**src/rtl/mod_updown_counter_pkg.sv**
```systemverilog
// Shared types and helpers for the up/down modulo counter.
// The optional Gray-coded output is enabled with the MOD_CNT_GRAY_OUT_EN macro.
package mod_cnt_pkg;

   typedef enum logic {
      CNT_WRAP = 1'b0,
      CNT_SAT  = 1'b1
   } cnt_mode_e;

   // Widest counter the Gray helper handles; callers zero-extend and truncate.
   localparam int CNT_GRAY_W = 32;

   function automatic logic [CNT_GRAY_W-1:0] bin2gray(input logic [CNT_GRAY_W-1:0] bin);
      return bin ^ (bin >> 1);
   endfunction

endpackage

```
**src/rtl/mod_updown_counter_if.sv**
```systemverilog
// Control and status bundle of the up/down modulo counter.
// The q_gray signal exists only when MOD_CNT_GRAY_OUT_EN is defined.
interface mod_updown_counter_if #(
   parameter int WIDTH = 4
);
   import mod_cnt_pkg::*;

   logic             clr;
   logic             load;
   logic [WIDTH-1:0] load_val;
   logic             en;
   logic             up;
   cnt_mode_e        sat_mode;
   logic [WIDTH-1:0] max_val;
   logic [WIDTH-1:0] q;
   logic             tc;
   logic             wrap_p;
   logic             sat;
`ifdef MOD_CNT_GRAY_OUT_EN
   logic [WIDTH-1:0] q_gray;
`endif

   modport master (
      output clr, load, load_val, en, up, sat_mode, max_val,
      input  q, tc, wrap_p, sat
`ifdef MOD_CNT_GRAY_OUT_EN
      , input q_gray
`endif
   );

   modport slave (
      input  clr, load, load_val, en, up, sat_mode, max_val,
      output q, tc, wrap_p, sat
`ifdef MOD_CNT_GRAY_OUT_EN
      , output q_gray
`endif
   );

endinterface

```
**src/rtl/mod_updown_counter_next.sv**
```systemverilog
// Combinational next-count, wrap and saturate decode for mod_updown_counter.
module mod_cnt_next
   import mod_cnt_pkg::*;
#(
   parameter int WIDTH = 4
) (
   input  logic [WIDTH-1:0] q,
   input  logic             clr,
   input  logic             load,
   input  logic [WIDTH-1:0] load_val,
   input  logic             en,
   input  logic             up,
   input  cnt_mode_e        sat_mode,
   input  logic [WIDTH-1:0] max_val,
   output logic [WIDTH-1:0] q_d,
   output logic             wrap_p_d,
   output logic             sat_d,
   output logic             at_top,
   output logic             at_bot
);

   logic above_max;

   // A count stranded above a lowered max_val is treated as sitting at the top.
   assign above_max = (q > max_val);
   assign at_top    = (q >= max_val);
   assign at_bot    = (q == '0);

   always_comb begin
      q_d      = q;
      wrap_p_d = 1'b0;
      sat_d    = 1'b0;
      if (clr) begin
         q_d = '0;
      end else if (load) begin
         q_d = (load_val > max_val) ? max_val : load_val;
      end else if (en) begin
         if (up) begin
            if (!at_top) begin
               q_d = q + WIDTH'(1);
            end else if (sat_mode == CNT_WRAP) begin
               q_d      = '0;
               wrap_p_d = 1'b1;
            end else begin
               sat_d = 1'b1;
            end
         end else begin
            if (above_max) begin
               q_d = max_val;
            end else if (!at_bot) begin
               q_d = q - WIDTH'(1);
            end else if (sat_mode == CNT_WRAP) begin
               q_d      = max_val;
               wrap_p_d = 1'b1;
            end else begin
               sat_d = 1'b1;
            end
         end
      end
   end

endmodule

```
**src/rtl/mod_updown_counter.sv**
```systemverilog
// Parametrised up/down modulo counter with wrap/saturate modes and cascade tc.
// Define MOD_CNT_GRAY_OUT_EN to add the registered Gray-coded output q_gray.
module mod_updown_counter
   import mod_cnt_pkg::*;
#(
   parameter int WIDTH     = 4,
   parameter int RESET_VAL = 0
) (
   input  logic                 clk,
   input  logic                 rst_n,
   mod_updown_counter_if.slave  bus
);

   logic [WIDTH-1:0] q_q,      q_d;
   logic             wrap_p_q, wrap_p_d;
   logic             sat_q,    sat_d;
   logic             at_top,   at_bot;

   mod_cnt_next #(
      .WIDTH (WIDTH)
   ) u_next (
      .q        (q_q),
      .clr      (bus.clr),
      .load     (bus.load),
      .load_val (bus.load_val),
      .en       (bus.en),
      .up       (bus.up),
      .sat_mode (bus.sat_mode),
      .max_val  (bus.max_val),
      .q_d      (q_d),
      .wrap_p_d (wrap_p_d),
      .sat_d    (sat_d),
      .at_top   (at_top),
      .at_bot   (at_bot)
   );

   always_ff @(posedge clk or negedge rst_n) begin
      if (!rst_n) begin
         q_q      <= WIDTH'(RESET_VAL);
         wrap_p_q <= 1'b0;
         sat_q    <= 1'b0;
      end else begin
         q_q      <= q_d;
         wrap_p_q <= wrap_p_d;
         sat_q    <= sat_d;
      end
   end

   // tc is combinational so a downstream counter can use it directly as en.
   assign bus.tc     = bus.en & (bus.up ? at_top : at_bot);
   assign bus.q      = q_q;
   assign bus.wrap_p = wrap_p_q;
   assign bus.sat    = sat_q;

`ifdef MOD_CNT_GRAY_OUT_EN
   logic [WIDTH-1:0] q_gray_q, q_gray_d;

   // Encoded from q_d so the Gray value changes on the same edge as q.
   assign q_gray_d = WIDTH'(bin2gray(CNT_GRAY_W'(q_d)));

   always_ff @(posedge clk or negedge rst_n) begin
      if (!rst_n) begin
         q_gray_q <= WIDTH'(bin2gray(CNT_GRAY_W'(RESET_VAL)));
      end else begin
         q_gray_q <= q_gray_d;
      end
   end

   assign bus.q_gray = q_gray_q;
`endif

endmodule

```
**src/flat_wrapper.sv**
```systemverilog
// flat-port wrapper written by rule: the top's interface ports become plain ports
module mod_updown_counter_flat import mod_cnt_pkg::*;
#(
   parameter int WIDTH     = 4,
   parameter int RESET_VAL = 0
)
  (clk, rst_n, bus_clr, bus_load, bus_load_val, bus_en, bus_up, bus_sat_mode, bus_max_val, bus_q, bus_tc, bus_wrap_p, bus_sat);
  mod_updown_counter_if #(.WIDTH(WIDTH)) bus_i ();
  input  logic clk;
  input  logic rst_n;
  input wire logic [$bits(bus_i.clr)-1:0] bus_clr;
  input wire logic [$bits(bus_i.load)-1:0] bus_load;
  input wire logic [$bits(bus_i.load_val)-1:0] bus_load_val;
  input wire logic [$bits(bus_i.en)-1:0] bus_en;
  input wire logic [$bits(bus_i.up)-1:0] bus_up;
  input wire logic [$bits(bus_i.sat_mode)-1:0] bus_sat_mode;
  input wire logic [$bits(bus_i.max_val)-1:0] bus_max_val;
  output wire logic [$bits(bus_i.q)-1:0] bus_q;
  output wire logic [$bits(bus_i.tc)-1:0] bus_tc;
  output wire logic [$bits(bus_i.wrap_p)-1:0] bus_wrap_p;
  output wire logic [$bits(bus_i.sat)-1:0] bus_sat;
  assign bus_i.clr = bus_clr;
  assign bus_i.load = bus_load;
  assign bus_i.load_val = bus_load_val;
  assign bus_i.en = bus_en;
  assign bus_i.up = bus_up;
  assign bus_i.sat_mode = bus_sat_mode;
  assign bus_i.max_val = bus_max_val;
  assign bus_q = bus_i.q;
  assign bus_tc = bus_i.tc;
  assign bus_wrap_p = bus_i.wrap_p;
  assign bus_sat = bus_i.sat;
  mod_updown_counter #(.WIDTH(WIDTH), .RESET_VAL(RESET_VAL)) u_core (.clk(clk), .rst_n(rst_n), .bus(bus_i));
endmodule
```
**config.mk**
```make
export PLATFORM = sky130hd
export DESIGN_NAME = mod_updown_counter_flat
export DESIGN_NICKNAME = d
export VERILOG_FILES = /design/src/rtl/mod_updown_counter_pkg.sv /design/src/rtl/mod_updown_counter_if.sv /design/src/rtl/mod_updown_counter_next.sv /design/src/rtl/mod_updown_counter.sv /design/src/flat_wrapper.sv
export SDC_FILE = /design/constraint.sdc
export NUM_CORES = 1
export LEC_CHECK = 0
export CAP_MARGIN = 30
export CORE_UTILIZATION = 52
export CTS_CLUSTER_SIZE = 8
export DETAILED_ROUTE_END_ITERATION = 8
export GPL_TIMING_DRIVEN = 0
export PLACE_DENSITY = 0.84
export SYNTH_ARGS = -nofsm -noshare
export SYNTH_HDL_FRONTEND = slang
export SYNTH_SLANG_ARGS = --single-unit
```
**constraint.sdc**
```tcl
create_clock -name clk -period 3.6 [get_ports clk]
set_input_delay 0.72 -clock clk [delete_from_list [all_inputs] [get_ports clk]]
set_output_delay 0.72 -clock clk [all_outputs]
set_load 0.02 [all_outputs]
```
==> results by group <==
Power and ir drop
  – Max IR drop VDD: 0.179 mV
  – Int Pwr: 0.226 mW
  – Leakage: 0.542 nW
  – Pwr dens: 350 mW/mm²
  – Sequential Power Share: 23.4%
  – Combinational share of power: 61.1%
  – P_sw: 0.161 mW
  – Clock power share: 15.5%
  – Sw Share: 41.7%

Critical path
  – Slowest Stage Delay on Critical Path: 480 ps
  – CP delay by family, top: buffers and inverters
  – WP depth: 8
  – Crit path from: bus_max_val[3]
  – CP endpoint kind: output pin
  – Crit path required time: 2880 ps
  – CP arrival: 2780 ps
  – Crit path buf inv count: 3
  – Crit-path cells: clkdlybuf4s50_1 > inv_1 > ha_1 > a21oi_2 > nand2_1 > nor2_2 > a21oi_1 > dlygate4sd2_1
  – CP Max Fanout: 5
  – Slowest cell on crit path: clkdlybuf4s50_1
  – RR Startpoint: u_core.bus.q[3]
  – Startpoint types: input port
  – WS Path Type: input port to output pin
  – R2R setup slack: 1280 ps
  – Reg2reg path depth: 7

GRT
  – Overflow after GRT: 0
  – GRT Resource Usage Total: 25.6%
  – GR Util met3: 4.31%
  – Grt met2 use: 45.8%
  – Initial antenna violation count: 0
  – Largest net degree at the start of global routing: 11
  – First-pass GRT wire length: 3.56 mm
  – Busiest layer in global routing: met2
  – Vias in the first global route: 840
  – Met1 Use GR: 30.0%

Layout
  – Post-route cell area: 0.00111 mm²
  – Net count, final: 145
  – Ant. Diodes: 0
  – Fill cells: 128
  – Layout cell share with drive strength beyond 1: 14.4%
  – Area growth syn-to-layout: 29.7%

Route
  – Post-DRT Antenna Nets: 0
  – Via count: 868
  – DR pass1 iterations: 6
  – Wirelength per Cell: 15.8 µm
  – DR vias/cell: 6.48
  – Iteration-0 DRC count of the detailed router: 22
  – Total Wirelength: 2.12 mm
  – Drt drc: 0

Timing
  – Tightest Pin Transition: 358 ps
  – Tmin final: 3500 ps
  – Slew headroom: 76.0%
  – Peak Freq: 0.286 GHz
  – Setup Viol. Count Final: 0
  – Post-Route Skew: 2.39 ps
  – Max Transition Viols Final: 0
  – Final worst slack: 101 ps
  – Final period util: 97.2%
  – Hold slack: 675 ps
  – RSZ-0062 raised after global routing: false
  – Final hold vios: 0

Min path
  – Min-Delay Path Class: flop to flop
  – Hold Path Depth: 1
  – Min-delay src: u_core.bus.q[0]

Clock network
  – CTS H-Tree Depth: 1
  – CTS max path bufs: 2
  – # hold bufs at CTS: 0
  – Clock Latency Late Sink: 240 ps
  – TritonCTS clock tree: built
  – Root Buffer Master: clkbuf_4
  – # clock sinks: 6
  – Total CTS buffers: 3
  – Clock-pin slew on the worst setup and hold paths: 50 ps

Outcome
  – Status: finished clean

Synthesis
  – Syn nets: 119
  – Mapped Area: 855 µm²
  – Post-synth EDFFs: 0
  – Synth async-reset ratio: 100%
  – Seq/Total Area, Yosys: 17.6%
  – Most used DFF post-synth: dfrtp_1
  – Syn Inst Count: 94
  – Library cells used by synthesis: 44
  – Post-Syn Area per Cell: 9.09 µm²
  – Synth warnings: 0
  – Synth Register Bits: 6

Place
  – Area post-placement: 0.00108 mm²
  – Dpl hpwl: 1.76 mm
  – Count of buffers from port buffering: 21
  – Dpl ws: -176 ps
  – Gp weighted congestion: 0.898

Floorplanning
  – Die X: 42.5 µm
  – Die area: 0.00181 mm²
  – Die height: 42.5 µm
  – # IOs: 22
  – Starting Density: 56.1%
  – Row count: 14
  – Core area: 0.00152 mm²

Job
  – Max Cap Violations: 0
repair_timing:
action                     4_1_cts  5_1_grt
setup endpoints to repair        1        0
resized for setup                2        0
setup buffers                    0        0
cell type report:
cell class / count / area, µm² / area share [%]
Sequential cell: 6 / 150 / 13.5
Tap cell: 16 / 20.0 / 1.81
Clock buffer: 3 / 22.5 / 2.03
Buffer: 3 / 31.3 / 2.82
Inverter: 9 / 33.8 / 3.05
Timing Repair Buffer: 21 / 209 / 18.8
Multi-Input combinational cell: 76 / 642 / 57.9
path summary, 6_finish.rpt:
path / endpoint
max in group asynchronous: u_core.bus.q[1]
max reg2reg: u_core.bus.q[3]
max: bus_tc
min reg2reg: u_core.bus.q[0]
min: u_core.bus.q[0]
min in group asynchronous: u_core.bus.sat
layout by cell type (no fill, tap or decap), drive strengths merged, types with 2 or more instances in the layout:
master	synthesis	routed
a211oi	4	4
a21o	2	2
a21oi	4	4
a22o	4	4
a31oi	3	3
buf	2	2
clkbuf	0	3
clkdlybuf4s50	0	20
dfrtp	6	6
ha	10	10
inv	9	9
mux2i	4	4
nand2	5	5
nand3	2	2
nand4	2	2
nor2	5	5
nor3	3	3
o211ai	2	2
o21ai	4	4
xnor2	2	2
xor2	2	2
power groups by stage:
stage          clock, mW  sequential (mW)  combinational [mW]
2_1_floorplan          0           0.0965               0.156
3_3_place_gp           0           0.0910               0.224
3_5_place_dp           0           0.0914               0.233
4_1_cts           0.0612           0.0905               0.235
5_1_grt           0.0667           0.0920               0.258
6_report          0.0601           0.0906               0.237
synth_stat cells (2+ instances only):
cell type,instances,area share [%]
a211oi_1,4,3.5
a21o_1,2,1.8
a21oi_1,3,1.8
a22o_1,4,4.1
a31oi_1,3,2.2
dfrtp_1,6,18
ha_1,10,15
inv_1,9,4.0
mux2i_1,4,4.7
nand2_1,5,2.2
nand3_1,2,1.2
nor2_1,5,2.2
nor3_1,2,1.2
o21ai_0,3,1.8
xnor2_1,2,2.1
xor2_1,2,2.1
cells by family after synthesis:
kind of cell	Yosys count	share of synthesized area, %
compound gates	31	30.2
xor+xnor	4	4.10
fa+ha+maj	10	14.6
buf+inv	12	7.61
flops	6	17.6
mux	5	6.44
simple gates	26	19.5
per-layer routing:
layer,share of wire [%],up-vias,wire [µm]
li1,-,415,-
met1,41,404,860
met2,51,44,1090
met3,6.3,5,133
met4,2.0,0,42
met5,0,-,0
worst reg2reg max path, stage by stage (launching register included):
cell and delay, ps:
dfrtp_1 500, ha_1 430, a21oi_2 260, nand2_1 140, o2111ai_1 310, o211ai_4 170
a22o_1 250, a21o_1 150
state kept, by name, indices dropped and copies added, names as in the netlist:
register	count
u_core.bus.wrap_p	1
u_core.bus.sat	1
u_core.bus.q	4
metrics by stage:
| step | TNS [ps] | utilization, % | total power [mW] | std cells |
|---|---|---|---|---|
| final | 0 | 72.7 | 0.388 | 134 |
| after floorplan | 0 | - | 0.253 | 94 |
| after global routing | 0 | 72.7 | 0.417 | 134 |
| after global placement | -37.6 | 71.2 | 0.315 | 131 |
| after CTS | 0 | 72.7 | 0.386 | 134 |
| after detailed placement | -176 | 71.2 | 0.325 | 131 |
Note: power is estimated with default switching activity, not from simulation.
